$ cat config.mk
export PLATFORM = sky130hd
export DESIGN_NAME = serv_trace_buf
export DESIGN_NICKNAME = d
export VERILOG_FILES = /design/src/rtl/serv_trace_pkg.sv /design/src/rtl/serv_trace_fifo.sv /design/src/rtl/serv_trace_buf.sv
export SDC_FILE = /design/constraint.sdc
export NUM_CORES = 1
export LEC_CHECK = 0
export BUFFER_PORTS_ARGS = -buffer_cell sky130_fd_sc_hd__clkbuf_2
export CAP_MARGIN = 15
export CORE_ASPECT_RATIO = 1.1
export CORE_MARGIN = 5
export CORE_UTILIZATION = 45
export DETAILED_ROUTE_END_ITERATION = 10
export PLACE_DENSITY = 0.62
export SLEW_MARGIN = 25
export SYNTH_ARGS = -nofsm -noshare
export SYNTH_HDL_FRONTEND = slang
export SYNTH_SLANG_ARGS = --single-unit
$ cat constraint.sdc
create_clock -name i_clk -period 31.4 [get_ports i_clk]
set_clock_uncertainty 0.05 [all_clocks]
set_input_delay 4.71 -clock i_clk [delete_from_list [all_inputs] [get_ports i_clk]]
set_output_delay 4.71 -clock i_clk [all_outputs]
set_load 0.05 [all_outputs]
$ cat src/rtl/serv_trace_pkg.sv
// Shared constants for the SERV retirement trace buffer: FSM encoding and record layout.
package serv_trace_pkg;

   localparam logic [1:0] ST_IDLE = 2'b00;
   localparam logic [1:0] ST_RUN  = 2'b01;
   localparam logic [1:0] ST_POST = 2'b10;
   localparam logic [1:0] ST_STOP = 2'b11;

   localparam int unsigned REC_W       = 102;
   localparam int unsigned PC_LSB      = 0;
   localparam int unsigned INSN_LSB    = 32;
   localparam int unsigned RD_DATA_LSB = 64;
   localparam int unsigned RD_ADDR_LSB = 96;
   localparam int unsigned RD_WE_BIT   = 101;

endpackage

$ cat src/rtl/serv_trace_fifo.sv
// Circular record store with optional overwrite of the oldest entry when full.
module serv_trace_fifo #(
   parameter int unsigned DEPTH = 16,
   parameter int unsigned REC_W = 102,
   parameter int unsigned AW    = $clog2(DEPTH)
) (
   input  logic             clk,
   input  logic             rst_n,
   input  logic             clr,
   input  logic             push,
   input  logic             pop,
   input  logic             ovw_en,
   input  logic [REC_W-1:0] wdata,
   output logic [REC_W-1:0] rdata_c,
   output logic [AW:0]      level,
   output logic             valid,
   output logic             full
);

   logic [REC_W-1:0] mem [DEPTH];
   logic [AW-1:0]    wr_ptr;
   logic [AW-1:0]    rd_ptr;
   logic [AW:0]      level_nxt;
   logic             pop_ok;
   logic             wr_ok;
   logic             drop_old;

   // A simultaneous pop frees the slot, so a push into a full buffer only evicts without a pop.
   always_comb begin
      pop_ok    = pop & valid;
      wr_ok     = push & (~full | pop_ok | ovw_en);
      drop_old  = push & full & ~pop_ok & ovw_en;
      level_nxt = level;
      if (clr)
         level_nxt = '0;
      else if (wr_ok && !pop_ok && !drop_old)
         level_nxt = level + 1'b1;
      else if (pop_ok && !wr_ok)
         level_nxt = level - 1'b1;
   end

   always_ff @(posedge clk or negedge rst_n) begin
      if (!rst_n) begin
         wr_ptr <= '0;
         rd_ptr <= '0;
         level  <= '0;
         valid  <= 1'b0;
         full   <= 1'b0;
      end else begin
         level <= level_nxt;
         valid <= (level_nxt != '0);
         full  <= (level_nxt == (AW+1)'(DEPTH));
         if (clr) begin
            wr_ptr <= '0;
            rd_ptr <= '0;
         end else begin
            if (wr_ok)
               wr_ptr <= wr_ptr + 1'b1;
            if (pop_ok || drop_old)
               rd_ptr <= rd_ptr + 1'b1;
         end
      end
   end

   always_ff @(posedge clk) begin
      if (wr_ok && !clr)
         mem[wr_ptr] <= wdata;
   end

   assign rdata_c = valid ? mem[rd_ptr] : '0;

endmodule

$ cat src/rtl/serv_trace_buf.sv
// Retirement trace buffer: deserialises rd writeback, tracks PC and packs one record per retire.
module serv_trace_buf
   import serv_trace_pkg::*;
#(
   parameter int unsigned W        = 1,
   parameter int unsigned DEPTH    = 16,
   parameter logic [31:0] RESET_PC = 32'h0,
   parameter int unsigned B        = W - 1,
   parameter int unsigned AW       = $clog2(DEPTH)
) (
   input  logic             i_clk,
   input  logic             i_rst_n,
   input  logic             i_ibus_ack,
   input  logic [31:0]      i_ibus_rdt,
   input  logic [31:0]      i_ibus_adr,
   input  logic             i_cnt_done,
   input  logic             i_ctrl_pc_en,
   input  logic             i_wen0,
   input  logic [B:0]       i_wdata0,
   input  logic [4:0]       i_rd_addr,
   input  logic             i_arm,
   input  logic             i_abort,
   input  logic             i_trig_en,
   input  logic [31:0]      i_trig_pc,
   input  logic [AW-1:0]    i_post_cnt,
   output logic             o_rd_valid,
   input  logic             i_rd_ready,
   output logic [REC_W-1:0] o_rd_data,
   output logic [AW:0]      o_level,
   output logic [1:0]       o_state,
   output logic             o_triggered,
   output logic             o_overflow
);

   localparam logic [AW:0] LVL_LAST = (AW+1)'(DEPTH - 1);

   logic [31:0]      insn_q, rd_sh, rd_sh_nxt, adr_q, pc_cur, tpc_q, tpc_nxt;
   logic             rd_flag, flag_nxt, commit_q, retire;
   logic [REC_W-1:0] rec;
   logic [1:0]       state, state_nxt;
   logic             mode_q, mode_nxt, trig_nxt, ovf_nxt;
   logic [AW-1:0]    post_q, post_nxt, cnt_q, cnt_nxt;
   logic             push, clr, pop, full;

   assign retire = i_cnt_done & i_ctrl_pc_en;
   assign pop    = o_rd_valid & i_rd_ready;

   // Commit clears the shifter; a chunk arriving in the same cycle starts the next instruction.
   always_comb begin
      rd_sh_nxt = commit_q ? 32'h0 : rd_sh;
      flag_nxt  = commit_q ? 1'b0 : rd_flag;
      if (i_wen0) begin
         rd_sh_nxt = (32'(i_wdata0) << (32 - W)) | (rd_sh_nxt >> W);
         flag_nxt  = 1'b1;
      end
   end

   always_comb begin
      rec                         = '0;
      rec[PC_LSB +: 32]           = pc_cur;
      rec[INSN_LSB +: 32]         = insn_q;
      rec[RD_DATA_LSB +: 32]      = rd_sh;
      rec[RD_ADDR_LSB +: 5]       = i_rd_addr;
      rec[RD_WE_BIT]              = rd_flag & (i_rd_addr != 5'd0);
   end

   always_ff @(posedge i_clk or negedge i_rst_n) begin
      if (!i_rst_n) begin
         insn_q   <= 32'h0;
         rd_sh    <= 32'h0;
         rd_flag  <= 1'b0;
         commit_q <= 1'b0;
         adr_q    <= 32'h0;
         pc_cur   <= RESET_PC;
      end else begin
         if (i_ibus_ack)
            insn_q <= i_ibus_rdt;
         rd_sh    <= rd_sh_nxt;
         rd_flag  <= flag_nxt;
         commit_q <= retire;
         if (retire)
            adr_q <= i_ibus_adr;
         if (commit_q)
            pc_cur <= adr_q;
      end
   end

   // post_cnt is AW bits wide, so it never exceeds DEPTH-1 and the trigger record always survives.
   always_comb begin
      state_nxt = state;
      mode_nxt  = mode_q;
      tpc_nxt   = tpc_q;
      post_nxt  = post_q;
      cnt_nxt   = cnt_q;
      trig_nxt  = o_triggered;
      ovf_nxt   = o_overflow;
      push      = 1'b0;
      clr       = 1'b0;
      if (i_arm) begin
         clr       = 1'b1;
         state_nxt = ST_RUN;
         trig_nxt  = 1'b0;
         ovf_nxt   = 1'b0;
         mode_nxt  = i_trig_en;
         tpc_nxt   = i_trig_pc;
         post_nxt  = i_post_cnt;
      end else if (i_abort && state != ST_IDLE) begin
         state_nxt = ST_STOP;
      end else if (commit_q) begin
         case (state)
            ST_RUN: begin
               push = 1'b1;
               if (!mode_q) begin
                  if (o_level == LVL_LAST && !pop)
                     state_nxt = ST_STOP;
               end else if (pc_cur == tpc_q) begin
                  trig_nxt  = 1'b1;
                  cnt_nxt   = post_q;
                  state_nxt = (post_q == '0) ? ST_STOP : ST_POST;
               end
            end
            ST_POST: begin
               push    = 1'b1;
               cnt_nxt = cnt_q - 1'b1;
               if (cnt_q == AW'(1))
                  state_nxt = ST_STOP;
            end
            default: ;
         endcase
         if (push && full && !pop)
            ovf_nxt = 1'b1;
      end
   end

   always_ff @(posedge i_clk or negedge i_rst_n) begin
      if (!i_rst_n) begin
         state       <= ST_IDLE;
         mode_q      <= 1'b0;
         tpc_q       <= 32'h0;
         post_q      <= '0;
         cnt_q       <= '0;
         o_triggered <= 1'b0;
         o_overflow  <= 1'b0;
      end else begin
         state       <= state_nxt;
         mode_q      <= mode_nxt;
         tpc_q       <= tpc_nxt;
         post_q      <= post_nxt;
         cnt_q       <= cnt_nxt;
         o_triggered <= trig_nxt;
         o_overflow  <= ovf_nxt;
      end
   end

   assign o_state = state;

   serv_trace_fifo #(
      .DEPTH (DEPTH),
      .REC_W (REC_W),
      .AW    (AW)
   ) u_fifo (
      .clk     (i_clk),
      .rst_n   (i_rst_n),
      .clr     (clr),
      .push    (push),
      .pop     (pop),
      .ovw_en  (mode_q),
      .wdata   (rec),
      .rdata_c (o_rd_data),
      .level   (o_level),
      .valid   (o_rd_valid),
      .full    (full)
   );

endmodule

* After elaboration in Yosys (flattened, before gate mapping)
Memory sizes are Yosys's and may differ from the RTL's.
Cells that the tools add are included.
** Word-level totals
- Register bits :: 190
- Latch bits :: 0
- Bits in writable memories :: 1632
- Memory bits (read-only) :: 0
- Bits of input ports :: 116
- Output and inout port bits :: 112
- Logic and storage cells :: 130
- Memories :: 1
** Memory list
- u_fifo.mem :: depth 16, width 102, rd ports 1, clocked after memory_dff 0, wr ports 1, line serv_trace_fifo.sv:20 : logic [REC_W-1:0] mem [DEPTH];
** Cells by class
- Add/subtract/negate cells :: 5
- $mul :: 0
- Divide/modulo/power cells :: 0
- Magnitude comparators :: 0
- Equality and inequality tests :: 12
- Shift operators :: 0
- Muxes and demuxes :: 44
- Bitwise operators :: 15
- Reduce and logical (&&, ||, !) cells :: 34
** Operators with widths (count)
- 2-to-1 mux 102 bit :: 1
- 2-to-1 mux 32 bit :: 2
- equality test 32 bit :: 1
- OR 32 x 31 -> 32 bit :: 1
- 2-to-1 mux 4 bit :: 6
- 2-to-1 mux 1 bit :: 23
- nonzero test 2 bit :: 10
- 2-to-1 mux 5 bit :: 3
- 2-to-1 mux 2 bit :: 7
- != test 5 bit (second input constant) :: 2
- AND reduction 5 bit :: 2
- nonzero test 5 bit :: 2
- adder 4 x 1 -> 4 bit (second input constant) :: 2
- AND 1 bit :: 8
- logical AND 1 bit :: 8
- case mux 4 bit (2 select lines) :: 1
- != test 2 bit (second input constant) :: 3
- AND reduction 6 bit :: 1
- adder 5 x 1 -> 5 bit (second input constant) :: 1
- equality test 5 x 4 -> 1 bit (second input constant) :: 1
- equality test 5 bit (second input constant) :: 1
- zero test 1 bit :: 5
- subtractor 5 x 1 -> 5 bit (second input constant) :: 1
- equality test 4 x 1 -> 1 bit (second input constant) :: 1
- 13 further kinds :: 17

* Logic depth before layout (Yosys ltp)
Gate-level depths: netlist (run 1).
- Depth after elaboration :: 17
- Gate-level depth with buffers :: 9
- Mapped depth without buffers :: 8

* Modules after synthesis
From an unflattened synthesis (run 1), not the netlist that was laid out.
** Unflattened totals
- Cells, all modules :: 3003
- Area total of the unflattened synthesis :: 70073.5 µm²
** Modules (own cells, without submodules)
- serv_trace_fifo :: times used 1, cells an instance 2487, area each 62820.2 µm², sequential area each 49382.4 µm²
- serv_trace_buf :: times used 1, cells an instance 516, area each 7253.2 µm², sequential area each 4379.2 µm²

* Worst setup path after synthesis (run 1)
Ideal clock, no wire load.
- Path type :: input-to-reg
- Start :: input i_abort
- End :: memory u_fifo.mem[2][0], enable pin
- Setup time :: 0.849 ns
- Arrival :: 16.017 ns
- Required time :: 30.501 ns
- Setup slack :: 14.485 ns
- Cell stages on the path :: 5
- Buffers on the path :: 2
- Cells stage by stage :: nor2b_1 > clkbuf_1 > a2111o_1 > clkbuf_1 > nor4b_1
** Between the ends
- Word-level cells in the longest chain between the ends :: 7
** RTL lines
- from (decl) :: line serv_trace_buf.sv:22 : input logic i_abort,
- logical AND 1 bit :: line serv_trace_buf.sv:107 : end else if (i_abort && state != ST_IDLE) begin
- 2-to-1 mux 1 bit :: line serv_trace_buf.sv:107
- 2-to-1 mux 1 bit :: line serv_trace_buf.sv:99 : if (i_arm) begin
- AND 1 bit :: line serv_trace_fifo.sv:31 : wr_ok = push & (~full | pop_ok | ovw_en);
- logical AND 1 bit :: line serv_trace_fifo.sv:66 : if (wr_ok && !clr)
- 2-to-1 mux 1 bit :: line serv_trace_fifo.sv:66
- 2-to-1 mux 1 bit (not written as such) :: line serv_trace_fifo.sv:67 : mem[wr_ptr] <= wdata;
- to (decl) :: line serv_trace_fifo.sv:20
Every way passes these cells.

* Final worst setup path (run 1)
- Start :: register u_fifo.rd_ptr[0]
- End :: output o_rd_data[67]
** Between the ends
- Word-level cells in the longest chain between the ends :: 2
** RTL lines
- from (decl) :: line serv_trace_fifo.sv:22 : logic [AW-1:0] rd_ptr;
- from (signal assigned) :: line serv_trace_fifo.sv:60 : rd_ptr <= rd_ptr + 1'b1;
- memory (16 x 102 bit)
- 2-to-1 mux 102 bit :: line serv_trace_fifo.sv:70 : assign rdata_c = valid ? mem[rd_ptr] : '0;
- to (decl) :: line serv_trace_buf.sv:28 : output logic [REC_W-1:0] o_rd_data,
Every way passes these cells.

==> results.sh, run 1 <==
export IMPL_ios=228
export IMPL_critPathTopFamily="buffers and inverters"
export IMPL_rows=151
export IMPL_ctsHoldBuffers=0
export IMPL_place_gp_congestion=0.791
export IMPL_cts_tree="built"
export IMPL_worst_r2r_path_depth=6
export IMPL_cts_max_path_buffers=3
export IMPL_maxSlewHeadroom_pct=26.9
export IMPL_dp_hpwl_mm=81.0
export IMPL_crit_fanout=77
export IMPL_layout_nets=3438
export IMPL_finalSetupViolations=0
export IMPL_cp_data_arrival_time_ns=5.48
export IMPL_n_antenna_cell=0
export IMPL_cp_num_buf_inv=5
export IMPL_grt_max_degree=168
export IMPL_avgSynthCellArea_sq_um=23.4
export IMPL_syn_inst=2989
export IMPL_hold_class="reg -> reg"
export IMPL_outcome="complete, no violations"
export IMPL_clkSlewWorstSetupHoldPaths_ns=0.06
export IMPL_cts_htree_levels=4
export IMPL_core_area_sq_um=154000
export IMPL_rsz0062_at_grt="false"
export IMPL_async_flop_share_pct=10.4
export IMPL_final_common_cell="edfxtp_1"
export IMPL_synth_cell_area_sq_um=70000
export IMPL_drive_above_1_share_pct=35.2
export IMPL_clock_latency_ns=0.82
export IMPL_critPathKind="reg -> out"
export IMPL_totalWireLength_mm=161
export IMPL_slowest_delay_ns=1.00
export IMPL_drc=0
export IMPL_use_met3_pct=3.77
export IMPL_hold_path_depth=1
export IMPL_critPathRequiredTime_ns=26.64
export IMPL_worst_pin_slew_ns=1.10
export IMPL_whs_ns=0.448
export IMPL_cts_sinks=1822
export IMPL_yosysWarnings=0
export IMPL_use_met2_pct=33.5
export IMPL_filler_cell_count=11955
export IMPL_grt_met1_usage_pct=26.6
export IMPL_worstHoldStart="adr_q[15]"
export IMPL_cp_end_kind="primary output"
export IMPL_drtIter0Drc=2639
export IMPL_start_kind="flop"
export IMPL_vias_per_cell=5.73
export IMPL_area_delta_synth_final_pct=13.5
export IMPL_synth_seq_cells=1822
export IMPL_initial_utilization_pct=45.3
export IMPL_yosysSeqAreaShare_pct=76.8
export IMPL_dieWidth_um=386
export IMPL_ys_types=46
export IMPL_fin_crit_sh_pct=32.6
export IMPL_cts_setup_buffers=0
export IMPL_dr_total_vias=31678
export IMPL_grt_usage_pct=19.9
export IMPL_cp_cell_sequence="buf_12, buf_12, buf_16, buf_6, mux4_2, mux4_2, and2_1, clkbuf_2"
export IMPL_cts_resized=0
export IMPL_firstDrtPassIters=5
export IMPL_drv_cap=0
export IMPL_die_h_um=424
export IMPL_grt_overflow_total=0
export IMPL_fin_tns_setup_ns=0
export IMPL_rr_startpoint="u_fifo.valid"
export IMPL_fin_area_sq_um=79400
export IMPL_final_cell_mix="edfxtp_1 (1,632), mux4_2 (510), clkbuf_2 (226)"
export IMPL_drtAntennaViolNets=0
export IMPL_portBuffers=227
export IMPL_root_buffer="clkbuf_16"
export IMPL_drv_slew=0
export IMPL_cts_made_buffers=181
export IMPL_critPathSlowestCell="dfrtp_4"
export IMPL_antenna_found_initial=5
export IMPL_p_per_area_nw_per_um2=72.8
export IMPL_leakage_nw=25.7
export IMPL_fmax_ghz=0.0976
export IMPL_grt_pass1_wl_mm=235
export IMPL_r2r_end="u_fifo.mem[11][75]"
export IMPL_wire_per_inst_um=29.1
export IMPL_placed_area_sq_um=73500
export IMPL_grt_busiest_layer="met2"
export IMPL_syn_num_nets=3118
export IMPL_ir_drop_mv=0.0517
export IMPL_ys_flop_type="edfxtp_1"
export IMPL_hold_path_end="pc_cur[15]"
export IMPL_grt_pass1_vias=34292
export IMPL_synth_edff_count=1632
export IMPL_min_period_ns=10.24
export IMPL_fp_dieArea_sq_um=164000
export IMPL_finalHoldViolCount=0
export IMPL_regToRegSetupSlack_ns=26.15
==> where the power goes <==
part           switching [mW]  internal (mW)
combinational           0.483          0.362
sequential              0.120           2.72
clock                   0.900           1.20
==> area by class of cell <==
class	instances	area (sq um)	share of cell area [%]
Clock buffer	255	5000	6.29
Clock inverter	85	831	1.05
Inverter	22	82.6	0.104
Multi-Input combinational cell	988	15400	19.4
Sequential cell	1822	53800	67.7
Tap cell	2065	2580	3.25
Timing Repair Buffer	294	1760	2.22
==> how the worst max path moves through the flow <==
stage                     startpoint  depth (start not counted)          endpoint
global placement    u_fifo.rd_ptr[0]                          7      o_rd_data[0]
global route        u_fifo.rd_ptr[0]                          8     o_rd_data[67]
finish              u_fifo.rd_ptr[0]                          8     o_rd_data[67]
floorplan                    i_abort                          5  u_fifo.mem[2][0]
detailed placement  u_fifo.rd_ptr[0]                          7      o_rd_data[0]
CTS                 u_fifo.rd_ptr[0]                          7      o_rd_data[0]
==> layer usage <==
layer / vias up / part of all wire, %
met5: - / 0.0081
met2: 1061 / 51
met3: 245 / 5.9
li1: 13170 / -
met1: 17200 / 40
met4: 2 / 2.7
==> cells by family (layout without fill, tap and decap cells) <==
kind of cell,Yosys count,after routing,share of synthesized area (%)
multiplexers,680,680,19.1
buffers and inverters,179,656,1.29
XOR/XNOR,41,41,0.513
flip-flops,1822,1822,76.8
adder cells (fa/ha/maj),13,13,0.232
AND/OR/NAND/NOR,221,221,1.73
AO/OA/AOI/OAI,33,33,0.329
==> through the flow <==
| step | instances | util (%) | total power [mW] | setup WS [ns] |
|---|---|---|---|---|
| after floorplan | 2989 | - | 3.52 | 14.48 |
| after CTS | 5528 | 51.4 | 5.86 | 20.22 |
| final | 5531 | 51.5 | 5.79 | 21.16 |
| after global routing | 5531 | 51.5 | 6.01 | 20.65 |
| after detailed placement | 5188 | 47.6 | 3.75 | 21.11 |
| after global placement | 5188 | 47.6 | 3.73 | 21.19 |
==> sequential cells by signal, indices dropped and copies added, names as in the netlist, 2 cells and up <==
signal         flops
tpc_q             32
u_fifo.level       5
u_fifo.mem      1632
adr_q             32
u_fifo.wr_ptr      4
u_fifo.rd_ptr      4
o_state            2
pc_cur            32
insn_q            32
rd_sh             32
cnt_q              4
post_q             4
==> cell usage after synthesis, types with 13 or more instances <==
cell type,count,area share [%]
ha_1,13,0.23
inv_1,22,0.12
edfxtp_1,1632,70
buf_4,30,0.32
and2_1,108,0.97
mux2_2,132,2.1
buf_1,21,0.11
mux4_2,510,16
nor4_1,17,0.15
nor2_1,54,0.29
mux2i_1,38,0.54
clkbuf_1,83,0.45
nand2_1,15,0.080
dfrtp_1,190,6.8
xor2_1,35,0.44
buf_6,14,0.23
No activity file was read; power rests on OpenSTA's default activity.
==> run 2, diff against run 1 <==
--- a/config.mk
+++ b/config.mk
@@ -5,6 +5,7 @@
 export SDC_FILE = /design/constraint.sdc
 export NUM_CORES = 1
 export LEC_CHECK = 0
+export ABC_AREA = 1
 export BUFFER_PORTS_ARGS = -buffer_cell sky130_fd_sc_hd__clkbuf_2
 export CAP_MARGIN = 15
 export CORE_ASPECT_RATIO = 1.1
==> constraint.sdc (replaced) <==
create_clock -name i_clk -period 9.9 [get_ports i_clk]
set_clock_uncertainty 0.05 [all_clocks]
set_input_delay 1.485 -clock i_clk [delete_from_list [all_inputs] [get_ports i_clk]]
set_output_delay 1.485 -clock i_clk [all_outputs]
set_load 0.05 [all_outputs]
==> run 2 against run 1 <==
  * Sequential power rose to 3.1 times the previous value
  * Critical path depth is 1 lower
  * Design area is 0.72% higher
  * Utilization down 0.80 points
  * Die area is 1.9% higher
  * Count of clock-buffer cells in the layout down 30
  * First-iteration DRC count is 68% higher
  * Global-route usage up 2.1 points
  * Largest power group unchanged
  * Non-clock buffer count unchanged
  * Synthesized cell count increased by 77%
  * Via count up 42%
  * Sequential cell count did not move
==> results.sh, run 2 <==
export IMPL_clock_latency_ns=0.81
export IMPL_final_cell_mix="edfxtp_1 (1,632), nor2_1 (837), o21ai_0 (822)"
export IMPL_drv_slew=0
export IMPL_yosysWarnings=0
export IMPL_drtIter0Drc=4446
export IMPL_fin_area_sq_um=80000
export IMPL_fp_dieArea_sq_um=167000
export IMPL_cts_made_buffers=180
export IMPL_place_gp_congestion=0.744
export IMPL_critPathSlowestCell="buf_4"
export IMPL_dr_total_vias=44906
export IMPL_worst_pin_slew_ns=1.48
export IMPL_cts_htree_levels=4
export IMPL_use_met2_pct=36.5
export IMPL_grt_pass1_vias=44356
export IMPL_fin_tns_setup_ns=0
export IMPL_drtAntennaViolNets=0
export IMPL_firstDrtPassIters=6
export IMPL_maxSlewHeadroom_pct=1.40
export IMPL_critPathRequiredTime_ns=8.37
export IMPL_seqPwrFrac_pct=46.8
export IMPL_fmax_ghz=0.156
export IMPL_ctsHoldBuffers=0
export IMPL_cts_sinks=1822
export IMPL_largest_register_ffs=1632
export IMPL_outcome="complete, no violations"
export IMPL_drc=0
export IMPL_cp_cell_sequence="buf_4, buf_12, o21ai_0, o221ai_1, o211ai_1, a21oi_1, clkbuf_2"
export IMPL_finalSetupViolations=0
export IMPL_synth_top_cell_area_share_pct=68.7
export IMPL_fin_crit_sh_pct=64.7
export IMPL_yosys_cell_count_top_type="edfxtp_1"
export IMPL_ys_types=36
export IMPL_top_register="u_fifo.mem"
export IMPL_final_common_cell="edfxtp_1"
export IMPL_internal_power_mw=13.1
export IMPL_p_sw_mw=5.74
export IMPL_dieWidth_um=390
export IMPL_leakage_nw=26.6
export IMPL_clkSlewWorstSetupHoldPaths_ns=0.06
export IMPL_layout_nets=5502
export IMPL_yosysTopAreaCell="edfxtp_1"
export IMPL_initial_utilization_pct=45.2
export IMPL_grt_usage_pct=22.0
export IMPL_synth_common_cells="edfxtp_1 (1,632), nor2_1 (853), o21ai_0 (822)"
export IMPL_wire_per_inst_um=24.6
export IMPL_crit_fanout=215
export IMPL_drv_cap=0
export IMPL_slowest_delay_ns=0.78
export IMPL_cts_max_path_buffers=3
export IMPL_synth_seq_cells=1822
export IMPL_antenna_found_initial=2
export IMPL_portBuffers=227
export IMPL_finalHoldViolCount=0
export IMPL_core_area_sq_um=158000
export IMPL_critPathTopFamily="buffers and inverters"
export IMPL_ios=228
export IMPL_critPathKind="reg -> out"
export IMPL_vias_per_cell=5.89
export IMPL_swShare_pct=30.5
export IMPL_cp_num_buf_inv=3
export IMPL_grt_busiest_layer="met2"
export IMPL_die_h_um=428
export IMPL_rsz0062_at_grt="false"
export IMPL_synth_edff_count=1632
export IMPL_p_per_area_nw_per_um2=236
export IMPL_use_met3_pct=3.33
export IMPL_cts_tree="built"
export IMPL_start_kind="flop"
export IMPL_grt_overflow_total=0
export IMPL_root_buffer="clkbuf_16"
export IMPL_yosysSeqAreaShare_pct=75.3
export IMPL_syn_inst=5288
export IMPL_drive_above_1_share_pct=11.4
export IMPL_placed_area_sq_um=74100
export IMPL_hold_class="reg -> reg"
export IMPL_grt_pass1_wl_mm=280
export IMPL_grt_met1_usage_pct=30.8
export IMPL_min_period_ns=6.41
export IMPL_pwr_share_comb_pct=17.6
export IMPL_cp_end_kind="primary output"
export IMPL_totalWireLength_mm=187
export IMPL_cts_resized=0
export IMPL_ir_drop_mv=0.224
export IMPL_syn_num_nets=5417
export IMPL_synthTopCellsByArea="edfxtp_1 (69%), dfrtp_1 (6.7%), o21ai_0 (5.8%)"
export IMPL_synth_cell_area_sq_um=71400
export IMPL_cp_data_arrival_time_ns=4.87
export IMPL_clockPowerShare_pct=35.6
export IMPL_ys_flop_type="edfxtp_1"
export IMPL_async_flop_share_pct=10.4
export IMPL_avgSynthCellArea_sq_um=13.5
export IMPL_grt_max_degree=381
export IMPL_dp_hpwl_mm=86.9
export IMPL_rows=153
export IMPL_cts_setup_buffers=0
export IMPL_area_delta_synth_final_pct=12.1
## run 2: cell type report
type / count / area [sq um]
Timing Repair Buffer: 294 / 1910
Fill cell: 13320 / 77900
Inverter: 80 / 353
Clock buffer: 225 / 4780
Multi-Input combinational cell: 2995 / 15500
Sequential cell: 1822 / 53800
Clock inverter: 111 / 1070
Tap cell: 2092 / 2620
Antenna cell: 3 / 7.51
## run 2: worst register-to-register path: cells and delay by family, from the launching register on
| kind | cells | cell delay (ns) |
|---|---|---|
| buffers and inverters | 4 | 2.29 |
| flip-flops | 1 | 0.34 |
| AND/OR/NAND/NOR | 5 | 0.97 |
## run 2: cell families (layout without fill, tap and decap cells)
| logic type | Yosys count | in the layout | share of synthesized area (%) |
|---|---|---|---|
| flip-flops | 1822 | 1822 | 75.3 |
| AO/OA/AOI/OAI | 1523 | 1523 | 12.8 |
| AND/OR/NAND/NOR | 1406 | 1406 | 7.74 |
| buffers and inverters | 471 | 710 | 3.11 |
| multiplexers | 32 | 32 | 0.505 |
| XOR/XNOR | 21 | 21 | 0.258 |
| adder cells (fa/ha/maj) | 13 | 13 | 0.228 |
| other | 0 | 3 | 0 |
## run 2: power groups by stage
stage	registers (mW)	logic, mW	clock network (mW)
2_1_floorplan	8.89	2.37	0
3_3_place_gp	8.98	3.27	0
3_5_place_dp	8.99	3.31	0
4_1_cts	8.83	3.32	6.82
5_1_grt	8.85	3.58	7.15
6_report	8.83	3.32	6.70
## run 2: worst paths after layout
path                                        from  slack, ns                end  cells after the start
worst min-delay path                   adr_q[13]       0.43          adr_q[13]                      2
min in group asynchronous                i_rst_n       0.67          insn_q[1]                      1
worst max register to register          commit_q       5.80  u_fifo.mem[9][52]                      9
max in group asynchronous                i_rst_n       7.65   u_fifo.rd_ptr[0]                      2
worst min register to register         adr_q[13]       0.43          adr_q[13]                      2
worst max-delay path            u_fifo.rd_ptr[1]       3.49       o_rd_data[7]                      7
## run 2: stage by stage
stage	hold WS, ns	utilization (%)	cells	power (mW)	setup slack (ns)
finish	0.429	50.7	7622	18.8	3.49
detailed placement	0.415	46.9	7280	12.3	4.27
floorplan	0.386	-	5288	11.3	2.82
global route	0.448	50.7	7620	19.6	3.31
global placement	0.414	46.9	7277	12.2	4.33
CTS	0.430	50.6	7616	19.0	3.47
## run 2: per-layer routing
metal,routed length (um),part of all wire (%)
met2,89700,48
met5,0,0
met3,13000,6.9
met4,4190,2.2
met1,80500,43
